**src/rtl/axis_credit_issuer.sv**
```systemverilog
// axis_credit_issuer
// Issues one-cycle allow pulses that meter an upstream AXI4-Stream gate.
// After reset an initial credit burst is issued, then one credit is returned
// per drained packet (C_USE_TLAST=1) or beat (C_USE_TLAST=0).
// Optional build macro AXIS_CREDIT_ISSUER_RATE_LIMIT_EN adds a minimum gap of
// C_MIN_GAP idle cycles between pulses.
module axis_credit_issuer #(
    parameter int unsigned C_INIT_CREDITS = 8,
    parameter int unsigned C_USE_TLAST    = 0,
    parameter int unsigned C_MIN_GAP      = 0
) (
    input  logic       aclk,
    input  logic       aresetn,
    input  logic       mon_tvalid,
    input  logic       mon_tready,
    input  logic       mon_tlast,
    input  logic       en,
    output logic       m_allow,
    output logic [8:0] pending_count,
    output logic       init_done,
    output logic       overflow
);

    typedef enum logic [1:0] {
        IDLE,
        INIT,
        RUN
    } state_t;

    localparam logic [8:0] INIT_LOAD = 9'(C_INIT_CREDITS);
    localparam logic [8:0] PEND_MAX  = '1;

    state_t     state;
    state_t     state_nxt;
    logic [8:0] init_cnt;
    logic [8:0] init_cnt_nxt;
    logic [8:0] pending_nxt;
    logic       init_done_nxt;
    logic       overflow_nxt;
    logic       ret;
    logic       gap_ok;
    logic       issue;
    logic       pend_dec;

    // Return event: a completed handshake, optionally qualified by tlast.
    always_comb begin
        ret = mon_tvalid & mon_tready & ((C_USE_TLAST != 0) ? mon_tlast : 1'b1);
    end

`ifdef AXIS_CREDIT_ISSUER_RATE_LIMIT_EN
    localparam logic [7:0] GAP_LOAD = 8'(C_MIN_GAP);
    logic [7:0] gap_cnt;

    // Gap counter: reloads on every pulse and counts down to zero.
    always_ff @(posedge aclk) begin
        if (!aresetn) begin
            gap_cnt <= '0;
        end else if (issue) begin
            gap_cnt <= GAP_LOAD;
        end else if (gap_cnt != '0) begin
            gap_cnt <= gap_cnt - 8'd1;
        end
    end

    // A pulse may issue only once the gap has fully elapsed.
    always_comb begin
        gap_ok = (gap_cnt == '0);
    end
`else
    // No rate limiting: the gap condition always holds.
    always_comb begin
        gap_ok = 1'b1;
    end
`endif

    // Next-state, issue decision and credit accounting.
    always_comb begin
        state_nxt     = state;
        init_cnt_nxt  = init_cnt;
        pending_nxt   = pending_count;
        init_done_nxt = init_done;
        overflow_nxt  = overflow;
        issue         = 1'b0;
        pend_dec      = 1'b0;

        case (state)
            IDLE: begin
                state_nxt    = INIT;
                init_cnt_nxt = INIT_LOAD;
            end
            INIT: begin
                issue = en & gap_ok & (init_cnt != '0);
                if (issue) begin
                    init_cnt_nxt = init_cnt - 9'd1;
                end else if (init_cnt == '0) begin
                    state_nxt     = RUN;
                    init_done_nxt = 1'b1;
                end
            end
            RUN: begin
                issue    = en & gap_ok & (pending_count != '0);
                pend_dec = issue;
            end
            default: begin
                state_nxt = IDLE;
            end
        endcase

        // Returns accumulate in INIT and RUN; a return that meets a
        // simultaneous decrement leaves the count unchanged.
        if (state != IDLE) begin
            if (ret && !pend_dec) begin
                if (pending_count == PEND_MAX) begin
                    overflow_nxt = 1'b1;
                end else begin
                    pending_nxt = pending_count + 9'd1;
                end
            end else if (!ret && pend_dec) begin
                pending_nxt = pending_count - 9'd1;
            end
        end
    end

    // State and output registers with synchronous active-low reset.
    always_ff @(posedge aclk) begin
        if (!aresetn) begin
            state         <= IDLE;
            init_cnt      <= '0;
            pending_count <= '0;
            init_done     <= 1'b0;
            overflow      <= 1'b0;
            m_allow       <= 1'b0;
        end else begin
            state         <= state_nxt;
            init_cnt      <= init_cnt_nxt;
            pending_count <= pending_nxt;
            init_done     <= init_done_nxt;
            overflow      <= overflow_nxt;
            m_allow       <= issue;
        end
    end

endmodule

```
**config.mk**
```make
export PLATFORM = sky130hd
export DESIGN_NAME = axis_credit_issuer
export DESIGN_NICKNAME = d
export VERILOG_FILES = /design/src/rtl/axis_credit_issuer.sv
export SDC_FILE = /design/constraint.sdc
export NUM_CORES = 1
export LEC_CHECK = 0
export BUFFER_PORTS_ARGS = -buffer_cell sky130_fd_sc_hd__buf_2
export CORE_MARGIN = 5
export CORE_UTILIZATION = 50
export CTS_CLUSTER_DIAMETER = 150
export DETAILED_ROUTE_END_ITERATION = 8
export PLACE_DENSITY = 0.7
export SLEW_MARGIN = 40
export SYNTH_ARGS = -nofsm -noshare
export SYNTH_HDL_FRONTEND = slang
export SYNTH_SLANG_ARGS = --single-unit
```
**constraint.sdc**
```tcl
create_clock -name aclk -period 7.45 [get_ports aclk]
set_clock_uncertainty 0.2 [all_clocks]
set_input_delay 0.745 -clock aclk [delete_from_list [all_inputs] [get_ports aclk]]
set_output_delay 0.745 -clock aclk [all_outputs]
set_load 0.1 [all_outputs]
```
==> flow_summary_export.csv, run 1 <==
group,metric,value,unit
status,outcome,"finished clean",
layout,fin_nets,203,
timing,timing.hold.ws,0.2796,ns
timing,period_minus_slack,3.666,ns
synthesis,synth_top_area_cell,"dfxtp_1",
clock_tree,htree_num_levels,1,
synthesis,ys_top_cells_by_count,"23 x dfxtp_1, 19 x nor2_1, 12 x a21oi_1, 12 x inv_1",
critical_path,critical_path_class,"reg -> reg",
layout,fin_util,56.77,%
layout,fillers,263,
placed_design,gp_congestion,0.8550,
floorplanning,row_count,19,
timing,finalHoldViolCount,0,
power,power_density,432.3,mW/mm2
job,drv_cap,0,
clock_tree,clk_path_buf_depth,2,
power,pwr-share-seq,28.6,%
power,comb_power_share,62.2,%
layout,multi_input_area,924.6,um2
clock_tree,ctsResizeCount,0,
clock_tree,cts_tree,"done",
synthesis,synth_edf_count,0,
floorplanning,die_x,63.90,um
critical_path,path_buf_inv,0,
timing,tightest_slew,0.7153,ns
global_routing,grt_pass1_wl,5.126,mm
global_routing,first_global_vias,1127,
layout,n_antenna_cell,0,
placed_design,hpwl,2.289,mm
global_routing,antenna_found_initial,0,
timing,fin_setup_tns,0,ns
global_routing,globalRouteTotalUtil,15.09,%
detailed_routing,viasPerCell,5.777,
layout,syn_to_final_growth,8.699,%
layout,drive_gt1_share,15.76,%
placed_design,numPortBuffers,16,
synthesis,syn_nets,186,
global_routing,grt-busiest-layer,"met2",
synthesis,netlist_area,0.001453,mm2
critical_path,crit_path_end_kind,"flip-flop",
timing,timing.slew.headroom,52.23,%
placed_design,place_ws,3.865,ns
global_routing,grt_start_max_net_pins,16,
floorplanning,initial_core_util,52.23,%
timing,maxSlewViolCount,0,
timing,fin_crit_sh,49.21,%
synthesis,synth_top_area_share,31.70,%
layout,final_area,0.001579,mm2
floorplanning,core,0.002781,mm2
critical_path,crit_path_cell_trace,"or4_4 > o41ai_1 > nand2_1 > ha_1 > nor2b_1 > o2111ai_1 > a31oi_1 > mux2i_1 > o2111ai_1",
worst_hold_path,worst_hold_path_type,"reg -> reg",
critical_path,cpMostUsedCell,"o2111ai_1",
detailed_routing,drcViolationCount,0,
critical_path,startpoint_type,"flip-flop",
detailed_routing,ant_nets,0,
clock_tree,root_buffer,"clkbuf_4",
critical_path,critPathMaxStageDelay,0.56,ns
synthesis,synthCells,168,
power,ir_drop,0.2855,mV
synthesis,yosysUniqueCellTypes,47,
global_routing,use_met2,22.49,%
detailed_routing,drt_pass1_iterations,5,
synthesis,synth_most_common_cell,"dfxtp_1",
global_routing,use_met3,2.277,%
power,switching_share,51.25,%
synthesis,ys_ff_latch,23,
synthesis,synthFlopType,"dfxtp_1",
timing,fmax,272.8,MHz
global_routing,grt.met1_usage,21.86,%
power,clkPwrFrac,9.2,%
detailed_routing,dr.first_iter.drc_count,67,
power,p_leak,0.0006462,uW
synthesis,yosysWarningCount,0,
synthesis,synthTopCellsByArea,"dfxtp_1 32%, ha_1 9.5%, nor2_1 4.9%",
detailed_routing,wire_per_inst,14.01,um
critical_path,critPathTopFamily,"compound AO/OA/AOI/OAI gates",
placed_design,dpl_cell_area,0.001549,mm2
clock_tree,cts_hold_buf,0,
global_routing,grt.overflow.total,0,
clock_tree,path_clk_slew,0.15,ns
critical_path,worstPathRequired,7.46,ns
floorplanning,dieArea,0.004083,mm2
clock_tree,cts_sinks,23,
power,p_sw,349.9,uW
synthesis,syn_avg_cell_area,8.647,um2
critical_path,cp.arrival,3.67,ns
layout,seq_area,460.4,um2
timing,rsz0062_at_grt,"false",
synthesis,synthArstFlopShare,0,%
critical_path,path_max_fanout,9,
clock_tree,post_cts_buffers,0,
clock_tree,clock_insertion_delay_worst_skew,0.32,ns
clock_tree,cts_made_buffers,3,
floorplanning,die_y,63.90,um
detailed_routing,routed_wl,3.013,mm
floorplanning,io-pin-count,18,
critical_path,cpMaxStageDelayCell,"or4_4",
detailed_routing,vias,1242,
power,intPower,332.8,uW
timing,setup_violations,0,
timing,layout_setup_ws,3.784,ns
synthesis,ys_seq_area_share,31.70,%
## tightest hold or removal path: cells and delay by family, from the launching register on
kind	cells	cell delay, ns
simple gates	1	0.07
flops	1	0.34
compound gates	1	0.04
## sequential cells by signal (all words and copies together) (netlist names)
register / count
overflow: 1
m_allow: 1
pending_count: 9
init_done: 1
init_cnt: 9
state: 2
## layer usage
metal / part of all wire (%) / up-vias
li1: - / 640
met3: 3.7 / 4
met1: 52 / 570
met4: 0.96 / 0
met5: 0 / -
met2: 43 / 28
## per-stage QoR
step	total power, uW	std cells
final	682.7	215
after global routing	738.5	215
after CTS	684.1	215
after detailed placement	619.4	211
after global placement	609.3	211
after floorplan	557.0	168
## worst paths after layout
path | startpoint | endpoint | slack [ns] | depth (start not counted)
worst max-delay path | pending_count[2]$_SDFFE_PN0P_ | pending_count[8]$_SDFFE_PN0P_ | 3.78 | 9
worst min-delay path | init_cnt[8]$_SDFFE_PN0P_ | init_cnt[8]$_SDFFE_PN0P_ | 0.28 | 2
worst max register to register | pending_count[2]$_SDFFE_PN0P_ | pending_count[8]$_SDFFE_PN0P_ | 3.78 | 9
worst min register to register | init_cnt[8]$_SDFFE_PN0P_ | init_cnt[8]$_SDFFE_PN0P_ | 0.28 | 2
## placed cells by master (no fill, tap or decap), types with 3 or more instances in the layout
cell,synthesis,layout
ha_1,11,11
inv_1,12,12
dfxtp_1,23,23
and2_1,3,3
nor2_1,19,19
o21a_1,3,3
nand3_1,5,5
clkbuf_4,0,3
xnor2_1,8,8
nor3_1,5,5
xor2_1,3,3
nand2_1,11,11
mux2i_1,5,5
a21oi_1,12,12
or3_1,4,4
o2111ai_1,4,4
buf_2,0,16
## area by class of cell
class	count	share of cell area, %
clock inverter	1	0.4754
timing repair buffer	16	5.071
clock buffer	3	1.426
sequential	23	29.16
inverter	12	2.853
tap	31	2.456
multi-input combinational	129	58.56
## kinds of logic (layout without fill, tap and decap cells)
family                   Yosys count  count (layout)  synth area share, %
AND/OR/NAND/NOR                   63              63                22.14
AO/OA/AOI/OAI                     36              36                18.26
flip-flops                        23              23                31.70
buffers and inverters             16              32                4.651
adder cells (fa/ha/maj)           12              12                10.85
XOR/XNOR                          11              11                6.633
multiplexers                       7               7                5.771
## power groups by stage
stage,Clock (uW),Combinational [uW],Sequential [uW]
5_1_grt,73.0,463,202
4_1_cts,64.2,425,195
3_3_place_gp,0,414,195
6_report,62.8,424,195
3_5_place_dp,0,422,198
2_1_floorplan,0,271,286
Power figures use the tool's default switching activity.
==> run 2, diff against run 1 <==
--- a/config.mk
+++ b/config.mk
@@ -5,12 +5,13 @@
 export SDC_FILE = /design/constraint.sdc
 export NUM_CORES = 1
 export LEC_CHECK = 0
+export ABC_AREA = 1
 export BUFFER_PORTS_ARGS = -buffer_cell sky130_fd_sc_hd__buf_2
 export CORE_MARGIN = 5
 export CORE_UTILIZATION = 50
 export CTS_CLUSTER_DIAMETER = 150
 export DETAILED_ROUTE_END_ITERATION = 8
-export PLACE_DENSITY = 0.7
+export PLACE_DENSITY = 0.73
 export SLEW_MARGIN = 40
 export SYNTH_ARGS = -nofsm -noshare
 export SYNTH_HDL_FRONTEND = slang
==> constraint.sdc (replaced) <==
create_clock -name aclk -period 3 [get_ports aclk]
set_clock_uncertainty 0.2 [all_clocks]
set_input_delay 0.3 -clock aclk [delete_from_list [all_inputs] [get_ports aclk]]
set_output_delay 0.3 -clock aclk [all_outputs]
set_load 0.1 [all_outputs]
==> flow_summary_export.csv, run 2 <==
group,metric,value,unit
detailed_routing,viasPerCell,5.042,
global_routing,antenna_found_initial,0,
critical_path,cpMaxStageDelayCell,"fa_1",
detailed_routing,dr.first_iter.drc_count,94,
floorplanning,initial_core_util,53.08,%
synthesis,ys_top_cells_by_count,"36 x nand2_1, 32 x nor2_1, 30 x inv_1",
critical_path,critPathTopFamily,"simple AND/OR/NAND/NOR gates",
synthesis,synthMuxAreaShare,0,%
timing,fmax,382.1,MHz
synthesis,syn_avg_cell_area,7.023,um2
detailed_routing,wire_per_inst,11.06,um
synthesis,synthFlopType,"dfxtp_1",
synthesis,ys_seq_area_share,30.92,%
timing,tightest_slew,0.4884,ns
detailed_routing,vias,1316,
placed_design,gp_congestion,0.8037,
clock_tree,cts_sinks,23,
synthesis,yosysUniqueCellTypes,29,
floorplanning,die_y,64.57,um
clock_tree,htree_num_levels,1,
timing,period_minus_slack,2.617,ns
critical_path,path_max_fanout,10,
critical_path,cpMostUsedCell,"nand2_1",
synthesis,yosysWarningCount,0,
timing,timing.slew.headroom,67.67,%
status,outcome,"finished clean",
placed_design,dpl.cell_count,257,
synthesis,netlist_area,0.001489,mm2
floorplanning,die_x,64.57,um
floorplanning,row_count,19,
critical_path,r2r_start,"state[0]$_SDFFE_PN0P_",
synthesis,synthAdderAreaFrac,10.59,%
floorplanning,dieArea,0.004169,mm2
synthesis,synth_compound_area_share,14.96,%
timing,fin_setup_tns,0,ns
critical_path,cp.arrival,2.63,ns
job,drv_cap,0,
clock_tree,cts_made_buffers,3,
global_routing,grt_pass1_wl,5.257,mm
clock_tree,post_cts_buffers,0,
synthesis,synth_most_common_cell,"nand2_1",
detailed_routing,routed_wl,2.886,mm
synthesis,synth_top_area_cell,"dfxtp_1",
clock_tree,root_buffer,"clkbuf_4",
critical_path,startpoint_type,"flip-flop",
timing,fin_crit_sh,87.24,%
timing,maxSlewViolCount,0,
global_routing,globalRouteTotalUtil,15.48,%
critical_path,critical_path_class,"reg -> reg",
critical_path,worstPathRequired,3.01,ns
critical_path,critPathLaunch,"state[0]$_SDFFE_PN0P_",
floorplanning,core,0.002805,mm2
clock_tree,clk_path_buf_depth,2,
timing,setup_violations,0,
layout,final_cell_mix,"35 x nand2_1, 32 x nor2_1, 30 x inv_1",
layout,top_regs,"init_cnt (9), pending_count (9), state (2)",
power,power_density,1044,mW/mm2
timing,layout_setup_ws,0.3827,ns
layout,drive_gt1_share,16.52,%
layout,finalNonFillerCells,261,
timing,finalHoldViolCount,0,
layout,fillers,287,
layout,n_antenna_cell,0,
clock_tree,path_clk_slew,0.12,ns
worst_hold_path,worst_hold_path_type,"in -> reg",
critical_path,crit_path_cell_trace,"inv_1 > ha_1 > nand2_1 > o21bai_4 > nand2_2 > inv_1 > fa_1 > nand3b_1 > nand2_1 > nand2_1 > nand3_1 > nand2_1 > nand2_1 > inv_1 > a21oi_1 > nor2_1",
detailed_routing,ant_nets,0,
synthesis,synthCells,212,
synthesis,synthArstFlopShare,0,%
synthesis,synth_top_family_by_area,"simple AND/OR/NAND/NOR gates",
layout,syn_to_final_growth,9.412,%
synthesis,synth_top_area_share,30.92,%
synthesis,synth_edf_count,0,
power,ir_drop,0.6661,mV
critical_path,path_buf_inv,3,
detailed_routing,drt_pass1_iterations,4,
timing,timing.hold.ws,0.1470,ns
placed_design,place_ws,0.2414,ns
layout,layout.cells.most_common,"nand2_1",
global_routing,grt.overflow.total,0,
floorplanning,io-pin-count,18,
critical_path,crit_path_end_kind,"flip-flop",
synthesis,synthTopCellsByArea,"dfxtp_1 31%, ha_1 9.2%, nand2_1 9.1%",
global_routing,grt_start_max_net_pins,18,
power,p_leak,0.0008294,uW
placed_design,numPortBuffers,16,
critical_path,critPathMaxStageDelay,0.39,ns
clock_tree,clock_insertion_delay_worst_skew,0.31,ns
clock_tree,cts_hold_buf,0,
detailed_routing,drcViolationCount,0,
placed_design,hpwl,2.208,mm
synthesis,ys_ff_latch,23,
synthesis,synth-simple-area-share,29.41,%
layout,fin_nets,249,
worst_hold_path,hp-start,"aresetn",
global_routing,first_global_vias,1191,
timing,rsz0062_at_grt,"false",
synthesis,synth-xor-area-share,5.294,%
synthesis,syn_nets,230,
clock_tree,cts_tree,"done",
run 2: cell count changes after synthesis, moves of 7 or more:
cell,change
inv_1,+18
nor2_1,+13
o21ai_0,+7
nand3_1,+10
nand2_1,+25
run 2: through the flow:
step	area [um2]	util (%)	power, uW
6_report	1629	58.07	1700
4_1_cts	1627	57.98	1708
3_3_place_gp	1600	57.05	1547
2_1_floorplan	1496	-	1391
3_5_place_dp	1600	57.05	1561
5_1_grt	1629	58.07	1878
run 2: layout make-up:
class	instances	area, um2	share of cell area (%)
clock buffers	4	26.28	1.613
flip-flops and latches	23	467.9	28.73
well taps	31	38.79	2.381
multi-input cells	156	899.6	55.22
repair buffers	16	80.08	4.916
inverters	31	116.4	7.143
run 2: worst reg2reg max path: stages (launching register included):
cell and delay [ns]:
dfxtp_1 0.35, inv_1 0.09, ha_1 0.17, nand2_1 0.06
o21bai_4 0.18, nand2_2 0.19, inv_1 0.09, fa_1 0.39
nand3b_1 0.17, nand2_1 0.14, nand2_1 0.07, nand3_1 0.06
nand2_1 0.05, nand2_1 0.09, inv_1 0.06, a21oi_1 0.11
nor2_1 0.05
run 2: metal layers:
layer	part of all wire, %	track usage (%)	up-vias
li1	-	-	716
met1	52	21.80	577
met2	43	23.97	21
met3	4.5	3.627	2
met4	0.62	3.694	0
met5	0	0	-
run 2: worst paths after layout:
path         cells after the start                             to  slack [ns]
min reg2reg                      1          overflow$_SDFFE_PN0P_        0.28
min                              3  pending_count[8]$_SDFFE_PN0P_        0.15
max reg2reg                     16  pending_count[8]$_SDFFE_PN0P_        0.38
max                             16  pending_count[8]$_SDFFE_PN0P_        0.38
run 2: where the power goes:
group,switching [uW],internal [uW]
combinational,773,328
clock,87.8,51.9
sequential,71.0,388
run 2: timing repair:
action,in CTS,in global routing
resized for setup,0,1
endpoints found under the setup margin,0,1
hold endpoints to repair,0,0
run 2: kinds of logic after synthesis:
family                     count (synthesis)
xor gates and xnor gates                   9
AOI/OAI and AO/OA                         37
DFF                                       23
buffers and inverters                     33
and+or+nand+nor                           98
adders and majority gates                 12
